## src/rtl/cordic_pkg.sv

```systemverilog
// Shared types and constants for the iterative CORDIC rotation sequencer.
// Angles and vectors are signed Q2.30.
package cordic_pkg;

  localparam int ITERS_MAX = 32;
  localparam int FRAC_BITS = 30;

  typedef enum logic [2:0] {
    ST_IDLE = 3'd0,
    ST_SHX  = 3'd1,
    ST_SHY  = 3'd2,
    ST_UPD  = 3'd3,
    ST_DONE = 3'd4
  } state_t;

  // round(atan(2^-i) * 2^30)
  function automatic logic [31:0] atan_lookup(input logic [4:0] idx);
    logic [31:0] val;
    case (idx)
      5'd0:  val = 32'h3243_F6A9;
      5'd1:  val = 32'h1DAC_6705;
      5'd2:  val = 32'h0FAD_BAFD;
      5'd3:  val = 32'h07F5_6EA7;
      5'd4:  val = 32'h03FE_AB77;
      5'd5:  val = 32'h01FF_D55C;
      5'd6:  val = 32'h00FF_FAAB;
      5'd7:  val = 32'h007F_FF55;
      5'd8:  val = 32'h003F_FFEB;
      5'd9:  val = 32'h001F_FFFD;
      5'd10: val = 32'h0010_0000;
      5'd11: val = 32'h0008_0000;
      5'd12: val = 32'h0004_0000;
      5'd13: val = 32'h0002_0000;
      5'd14: val = 32'h0001_0000;
      5'd15: val = 32'h0000_8000;
      5'd16: val = 32'h0000_4000;
      5'd17: val = 32'h0000_2000;
      5'd18: val = 32'h0000_1000;
      5'd19: val = 32'h0000_0800;
      5'd20: val = 32'h0000_0400;
      5'd21: val = 32'h0000_0200;
      5'd22: val = 32'h0000_0100;
      5'd23: val = 32'h0000_0080;
      5'd24: val = 32'h0000_0040;
      5'd25: val = 32'h0000_0020;
      5'd26: val = 32'h0000_0010;
      5'd27: val = 32'h0000_0008;
      5'd28: val = 32'h0000_0004;
      5'd29: val = 32'h0000_0002;
      5'd30: val = 32'h0000_0001;
      default: val = 32'h0000_0000;
    endcase
    return val;
  endfunction

endpackage

```

## src/rtl/cordic_sign_fill.sv

```systemverilog
// Turns the shared logical right shifter's result into an arithmetic shift
// by filling the vacated upper bits with the operand's sign.
module cordic_sign_fill (
  input  logic        msb,
  input  logic [4:0]  amount,
  input  logic [31:0] sh_result,
  output logic [31:0] filled
);

  assign filled = msb ? (sh_result | ~(32'hFFFF_FFFF >> amount)) : sh_result;

endmodule

```

## src/rtl/cordic_rot_sequencer.sv

```systemverilog
// Iterative CORDIC rotation controller: per iteration it borrows the external
// shifter for X then Y, then applies the add/subtract update.
module cordic_rot_sequencer
  import cordic_pkg::*;
#(
  parameter int ITERS = 16
) (
  input  logic        clk,
  input  logic        rst,
  input  logic        start,
  input  logic [31:0] x_in,
  input  logic [31:0] y_in,
  input  logic [31:0] z_in,
  output logic        busy,
  output logic        done,
  output logic [31:0] x_out,
  output logic [31:0] y_out,
  output logic [31:0] z_out,
  output logic [31:0] sh_data,
  output logic        sh_rightleft,
  output logic [4:0]  sh_amount,
  input  logic [31:0] sh_result,
  output state_t      state
);

  localparam logic [4:0] LAST = 5'(ITERS - 1);

  // Handshake: start is a level sampled only in IDLE; done is a single-cycle
  // pulse in DONE and x_out/y_out/z_out stay stable until the next accepted start.
  state_t      state_next;
  logic [31:0] x, y, z, xs, ys;
  logic [4:0]  i;
  logic        load, cap_x, cap_y, upd;
  logic        fill_msb;
  logic [31:0] filled;
  logic        z_pos;
  logic [31:0] atan_i;

  cordic_sign_fill u_sign_fill (
    .msb       (fill_msb),
    .amount    (sh_amount),
    .sh_result (sh_result),
    .filled    (filled)
  );

  always_comb begin
    state_next = state;
    load       = 1'b0;
    cap_x      = 1'b0;
    cap_y      = 1'b0;
    upd        = 1'b0;
    done       = 1'b0;
    busy       = (state != ST_IDLE);
    sh_data    = '0;
    sh_amount  = '0;
    fill_msb   = 1'b0;
    case (state)
      ST_IDLE: begin
        if (start) begin
          load       = 1'b1;
          state_next = ST_SHX;
        end
      end
      ST_SHX: begin
        sh_data    = x;
        sh_amount  = i;
        fill_msb   = x[31];
        cap_x      = 1'b1;
        state_next = ST_SHY;
      end
      ST_SHY: begin
        sh_data    = y;
        sh_amount  = i;
        fill_msb   = y[31];
        cap_y      = 1'b1;
        state_next = ST_UPD;
      end
      ST_UPD: begin
        upd        = 1'b1;
        state_next = (i == LAST) ? ST_DONE : ST_SHX;
      end
      ST_DONE: begin
        done       = 1'b1;
        state_next = ST_IDLE;
      end
      default: state_next = ST_IDLE;
    endcase
  end

  // z == 0 counts as non-negative, rotating in the +1 direction.
  assign z_pos  = ~z[31];
  assign atan_i = atan_lookup(i);

  always_ff @(posedge clk) begin
    if (rst) begin
      state <= ST_IDLE;
      x     <= '0;
      y     <= '0;
      z     <= '0;
      xs    <= '0;
      ys    <= '0;
      i     <= '0;
    end else begin
      state <= state_next;
      if (load) begin
        x <= x_in;
        y <= y_in;
        z <= z_in;
        i <= '0;
      end
      if (cap_x) xs <= filled;
      if (cap_y) ys <= filled;
      if (upd) begin
        x <= z_pos ? (x - ys) : (x + ys);
        y <= z_pos ? (y + xs) : (y - xs);
        z <= z_pos ? (z - atan_i) : (z + atan_i);
        if (i != LAST) i <= i + 5'd1;
      end
    end
  end

  assign sh_rightleft = 1'b0;
  assign x_out        = x;
  assign y_out        = y;
  assign z_out        = z;

endmodule

```

## config.mk

```make
export PLATFORM = sky130hd
export DESIGN_NAME = cordic_rot_sequencer
export DESIGN_NICKNAME = d
export VERILOG_FILES = /design/src/rtl/cordic_pkg.sv /design/src/rtl/cordic_sign_fill.sv /design/src/rtl/cordic_rot_sequencer.sv
export SDC_FILE = /design/constraint.sdc
export NUM_CORES = 1
export LEC_CHECK = 0
export ABC_AREA = 0
export CAP_MARGIN = 20
export CORE_ASPECT_RATIO = 0.75
export CORE_MARGIN = 8
export CORE_UTILIZATION = 54
export DETAILED_ROUTE_END_ITERATION = 16
export MAX_ROUTING_LAYER = met4
export PLACE_DENSITY = 0.82
export SYNTH_ARGS = -nofsm -noshare
export SYNTH_HDL_FRONTEND = slang
export SYNTH_SLANG_ARGS = --single-unit
```

## constraint.sdc

```tcl
create_clock -name clk -period 4.7 [get_ports clk]
set_input_delay 0.94 -clock clk [delete_from_list [all_inputs] [get_ports clk]]
set_output_delay 0.94 -clock clk [all_outputs]
set_load 0.01 [all_outputs]
```

==> summary.md, run 1 <==
| Metric | Value |
|---|---|
| Worst EP required | `5.09 ns` |
| Clock slew at reported path FFs | `0.09 ns` |
| R2R cell count | `15` |
| Min-Delay Path Depth | `2` |
| Power, Total | `9080 µW` |
| Hold WC Path Type | `reg2reg` |
| Vias | `16000` |
| Synth Register Bits | `198` |
| RSZ-0062 raised after global routing | `no` |
| First-pass GRT wire length | `84000 µm` |
| Root buffer cell | `clkbuf_16` |
| ANT nets after route | `0` |
| Outcome | `completed` |
| FF-to-FF setup slack | `0.37 ns` |
| I/O pin total | `270` |
| Initial DRT Pass Iterations | `6` |
| Number of max-slew violations in the final report | `0` |
| CP endpoint kind | `flop` |
| Die Y | `160 µm` |
| Core box area | `27700 µm²` |
| Highest clock rate | `231 MHz` |
| Layout area overhead | `24.2%` |
| Initial antenna violation count | `5` |
| Initial Utilization | `54.2%` |
| Synthesized Nets | `2216` |
| DR iter-0 viols | `1399` |
| Vias in the first global route | `15100` |
| Critical setup path kind | `reg2reg` |
| CP endpoint | `z_out[27]` |
| # setup viols final | `0` |
| Post-Synthesis Cells | `1967` |
| Layout net count | `2424` |
| Sequential share of the synthesized area | `26.4%` |
| Peak fanout along the critical path | `6` |
| CTS Sinks | `198` |
| Switch Pwr | `4170 µW` |
| FFs w/ async S/R, synth | `0%` |
| Post-CTS setup buffers | `0` |
| Avg Inst Size Synth | `7.64 µm²` |
| Total global-route track usage | `31.8%` |
| Critical path launch point type | `flop` |
| Min Tclk post-route | `4.33 ns` |
| Seq pwr share | `25.0%` |
| Top cell type by total area after synthesis | `dfxtp_1` |
| Reg2reg end | `z_out[27]` |
| Synth Cell Area | `15000 µm²` |
| Post-DP HPWL | `41100 µm` |
| Final hold violations | `0` |
| Share of layout cells above drive strength 1 | `4.62%` |
| Die ar. | `33500 µm²` |
| Top cells by area, synth | `dfxtp_1 (26%), ha_1 (9.6%), nor2_1 (6.3%)` |
| Peak supply drop | `0.321 mV` |
| Period utilization | `92.1%` |
| Commonest non-fill, non-tap cell in the layout | `clkdlybuf4s50_1` |
| Critical Path AT | `4.72 ns` |
| Worst-Margin Slew | `1.14 ns` |
| Clock power frac | `17.2%` |
| Combinational share of power | `57.8%` |
| Worst R2R Start | `atan_i[4]` |
| Gr ovfl total | `0` |
| Setup WS pre-CTS | `0.349 ns` |
| Fin Clk Skew | `0.0181 ns` |
| Count of input and output buffers | `268` |
| Vias/cell | `6.29` |
| H-tree depth | `4` |
| Yosys Warn Count | `0` |
| Post-route DRC | `0` |
| Number of flops mapped to enable cells by yosys | `0` |
| Post-synth cell types | `71` |
| Power Dens Cells | `487 nW/µm²` |
| Setup_tns | `0 ns` |
| Ys flop type | `dfxtp_1` |
| Worst-Skew Late Latency | `0.46 ns` |
| Max_cap viols | `0` |
| Largest net degree at the start of global routing | `83` |
| Cell-internal power | `4910 µW` |
| Critical path launch point | `atan_i[4]` |
| Lkg Pwr | `0.00750 µW` |
| CTS tree | `built` |
| Top cell type's share of synthesized area | `26.4%` |
| Sw frac | `45.9%` |
| Global placement routability congestion | `0.973` |
| PnR worst setup slack | `0.372 ns` |
| Std cell rows | `53` |
| TritonCTS Buffers | `17` |
| Width of the die | `209 µm` |
| WL final | `53900 µm` |
| Max Buffers Root-to-Sink | `2` |
| Max_slew headroom | `24.2%` |
| Avg WL per Cell | `21.1 µm` |
| Most frequent cells in the layout | `clkdlybuf4s50_1 (267), nor2_1 (249), dfxtp_1 (197), a21oi_1 (177), nand2_1 (156)` |
[area by class of cell]
| type | count | area, µm² |
|---|---|---|
| antenna | 4 | 10.0 |
| clock buffer | 17 | 425 |
| multi-input combinational | 1599 | 10400 |
| timing repair buffer | 306 | 2970 |
| inverter | 53 | 199 |
| sequential | 198 | 3970 |
| tap | 357 | 447 |
| clock inverter | 15 | 189 |
| fill | 2353 | 9070 |
[synth_stat cells (all sizes together), types with 17 or more instances]
library cell,n
a31oi,25
a311oi,40
nand3,35
nand2,157
o21ai,112
nor2,251
or3,17
nand2b,20
buf,23
a22o,34
a21o,53
dfxtp,198
a21oi,178
xor2,70
a211oi,93
xnor2,87
nor3,56
inv,52
a22oi,30
ha,115
and3,17
clkbuf,94
[sequential cells by signal, indices dropped and copies added (netlist names)]
signal  cells
atan_i     30
i           5
state       3
x_out      32
xs         32
y_out      32
ys         32
z_out      32
[routing by layer]
layer,global-route usage [%],routed length [µm]
met4,11.1,1760
met2,49.2,23900
met5,-,0
met3,6.13,4800
met1,41.2,23500
[worst min path at each step]
stage	to	start	slack [ns]
after floorplan	ys[30]	ys[30]	0.48
after global placement	ys[30]	ys[30]	0.49
after detailed placement	ys[30]	ys[30]	0.49
after CTS	ys[30]	ys[30]	0.51
after global routing	ys[30]	ys[30]	0.52
final	ys[30]	ys[30]	0.51
[per-stage QoR]
step                      hold slack, ns  area (µm²)  util (%)  std cells
after global routing               0.523       18600      67.3       2549
after floorplan                    0.478       15000         -       1967
after CTS                          0.506       18600      67.2       2545
final                              0.508       18600      67.3       2549
after detailed placement           0.493       18000      65.0       2513
after global placement             0.491       18000      65.0       2513
[power groups by stage]
stage	Combinational [µW]	Clock (µW)	Sequential [µW]
2_1_floorplan	3600	0	2230
3_3_place_gp	5070	0	2280
3_5_place_dp	5130	0	2290
4_1_cts	5170	1570	2260
5_1_grt	5740	1630	2300
6_report	5250	1560	2270
[critical path, cell delays in order, from the launching register on]
cell,delay [ns]
dfxtp_1,0.35
nor4_1,0.59
nand2_1,0.21
nor3b_1,0.25
buf_4,0.17
a21oi_1,0.08
xor2_1,0.16
ha_1,0.38
and3_1,0.27
nand4_1,0.14
or4_1,0.50
o21ai_0,0.27
a21oi_1,0.19
a21boi_0,0.23
mux2_2,0.35
o21ai_0,0.13
[kinds of logic after synthesis]
family                     Yosys count  share of synthesized area, %
adders and majority gates          118                          9.98
xor gates and xnor gates           157                          9.16
buffers and inverters              170                          4.30
other                                1                        0.0250
AOI/OAI and AO/OA                  662                          29.2
DFF                                198                          26.4
muxes                               12                         0.841
and+or+nand+nor                    649                          20.1
[what timing repair did]
item,in CTS,in global routing
setup endpoints to repair,0,2
hold buffers,0,0
gates resized for setup,0,1
Note: power is estimated with default switching activity, not from simulation.
==> run 2: changes to the inputs <==
--- a/config.mk
+++ b/config.mk
@@ -6,6 +6,7 @@
 export NUM_CORES = 1
 export LEC_CHECK = 0
 export ABC_AREA = 0
+export ABC_CLOCK_PERIOD_IN_PS = 4700
 export CAP_MARGIN = 20
 export CORE_ASPECT_RATIO = 0.75
 export CORE_MARGIN = 8
@@ -13,6 +14,7 @@
 export DETAILED_ROUTE_END_ITERATION = 16
 export MAX_ROUTING_LAYER = met4
 export PLACE_DENSITY = 0.82
+export SETUP_SLACK_MARGIN = 0.1
 export SYNTH_ARGS = -nofsm -noshare
 export SYNTH_HDL_FRONTEND = slang
 export SYNTH_SLANG_ARGS = --single-unit
==> summary.md, run 2 (same netlist as run 1, synthesis figures left out) <==
| Metric | Value |
|---|---|
| Outcome | `completed` |
| Global placement routability congestion | `0.973` |
| Post-CTS setup buffers | `0` |
| Peak fanout along the critical path | `5` |
| Number of max-slew violations in the final report | `0` |
| Hold WC Path Type | `reg2reg` |
| CTS tree | `built` |
| Largest net degree at the start of global routing | `83` |
| WL final | `54100 µm` |
| FF-to-FF setup slack | `0.46 ns` |
| Critical setup path kind | `reg2reg` |
| Commonest non-fill, non-tap cell in the layout | `clkdlybuf4s50_1` |
| HP Start | `ys[30]` |
| # setup viols final | `0` |
| Peak supply drop | `0.323 mV` |
| Lkg Pwr | `0.00750 µW` |
| Setup_tns | `0 ns` |
| Avg WL per Cell | `21.2 µm` |
| DR iter-0 viols | `1527` |
| Post-DP HPWL | `41100 µm` |
| Most frequent cells in the layout | `clkdlybuf4s50_1 (267), nor2_1 (249), dfxtp_1 (197), a21oi_1 (177), nand2_1 (156)` |
| CP endpoint | `x_out[28]` |
| Worst-Skew Late Latency | `0.46 ns` |
| Max_slew headroom | `23.1%` |
| Clock slew at reported path FFs | `0.09 ns` |
| TritonCTS Buffers | `17` |
| Vias/cell | `6.29` |
| Gr ovfl total | `0` |
| ANT nets after route | `0` |
| Register Area | `3970 µm²` |
| Reg2reg end | `x_out[28]` |
| Initial antenna violation count | `5` |
| Max Buffers Root-to-Sink | `2` |
| Worst-Margin Slew | `1.15 ns` |
| Max_cap viols | `0` |
| Share of layout cells above drive strength 1 | `4.66%` |
| Core box area | `27700 µm²` |
| CTS Sinks | `198` |
| Vias in the first global route | `15100` |
| Critical path launch point type | `flop` |
| CP endpoint kind | `flop` |
| Fin Clk Skew | `0.0202 ns` |
| Count of input and output buffers | `268` |
| Die ar. | `33500 µm²` |
| Min Tclk post-route | `4.24 ns` |
| Layout net count | `2424` |
| Layout area overhead | `24.2%` |
| Critical path launch point | `ys[7]` |
| Worst EP required | `5.03 ns` |
| Total global-route track usage | `31.8%` |
| Period utilization | `90.3%` |
| H-tree depth | `4` |
| Vias | `16000` |
| Std cell rows | `53` |
| Core Util, Final | `67.3%` |
| Width of the die | `209 µm` |
| Power Dens Cells | `487 nW/µm²` |
| First-pass GRT wire length | `84000 µm` |
| Final hold violations | `0` |
| Highest clock rate | `236 MHz` |
| Area of the multi-input gates | `10500 µm²` |
| Critical Path AT | `4.57 ns` |
| Initial DRT Pass Iterations | `6` |
| Post-route DRC | `0` |
| RSZ-0062 raised after global routing | `no` |
| Die Y | `160 µm` |
| Worst R2R Start | `ys[7]` |
| R2R cell count | `17` |
| Root buffer cell | `clkbuf_16` |
| Layout fillers | `2353` |
| Initial Utilization | `54.2%` |
| I/O pin total | `270` |
run 2: cell counts in the layout (fill, tap and decap cells not counted):
Identical to the previous run, type by type.
run 2: metrics by stage:
stage	hold slack [ns]	std cells	power [µW]	instance area (µm²)	worst slack, ns
after detailed placement	0.493	2513	7430	18000	0.349
final	0.514	2549	9080	18700	0.458
after CTS	0.506	2545	9000	18600	0.237
after global routing	0.523	2549	9670	18700	0.115
after global placement	0.491	2513	7350	18000	0.524
after floorplan	0.478	1967	5830	15000	0.694
run 2: layer usage:
layer  vias up  global-route usage (%)  share of wire, %
met1      7491                    41.2                43
met2       795                    49.2                44
met4         0                    11.1               3.2
met5         -                       -                 0
met3       120                    6.13               9.1
li1       7631                       -                 -
run 2: worst max-delay path, cell delays in order (launching register included):
cell and delay, ns:
dfxtp_1 0.35, nor4_2 0.42, nand2_2 0.11, or4_4 0.46
or4_4 0.47, nor4b_4 0.39, a21oi_1 0.13, xor2_1 0.18
ha_1 0.36, nand4_1 0.15, nor2_1 0.07, a221oi_1 0.21
o21ai_0 0.13, a21o_1 0.19, a41oi_1 0.22, nor3_1 0.08
a21oi_1 0.11, o21ai_0 0.08
run 2: repair_timing:
item                       4_1_cts  5_1_grt
resized for setup                0        2
hold buffers                     0        0
setup endpoints to repair        0        5
hold endpoints to repair         0        0
run 2: final cells by class:
type | instances | share of cell area (%)
sequential | 198 | 21.3
timing repair buffer | 306 | 15.9
clock inverter | 15 | 1.01
inverter | 53 | 1.07
tap | 357 | 2.39
multi-input combinational | 1599 | 56.0
clock buffer | 17 | 2.28
antenna | 4 | 0.0537
run 2: how the worst min path moves through the flow:
stage              to  slack, ns  depth (start not counted)
6_report       ys[30]       0.51                          2
3_5_place_dp   ys[30]       0.49                          2
3_3_place_gp   ys[30]       0.49                          2
4_1_cts        ys[30]       0.51                          2
5_1_grt        ys[30]       0.52                          2
2_1_floorplan  ys[30]       0.48                          2
run 2: power by group:
group | switching [µW] | internal (µW) | leakage, µW
sequential | 353 | 1920 | 0.00162
combinational | 2980 | 2260 | 0.00557
clock | 831 | 735 | 0.000300
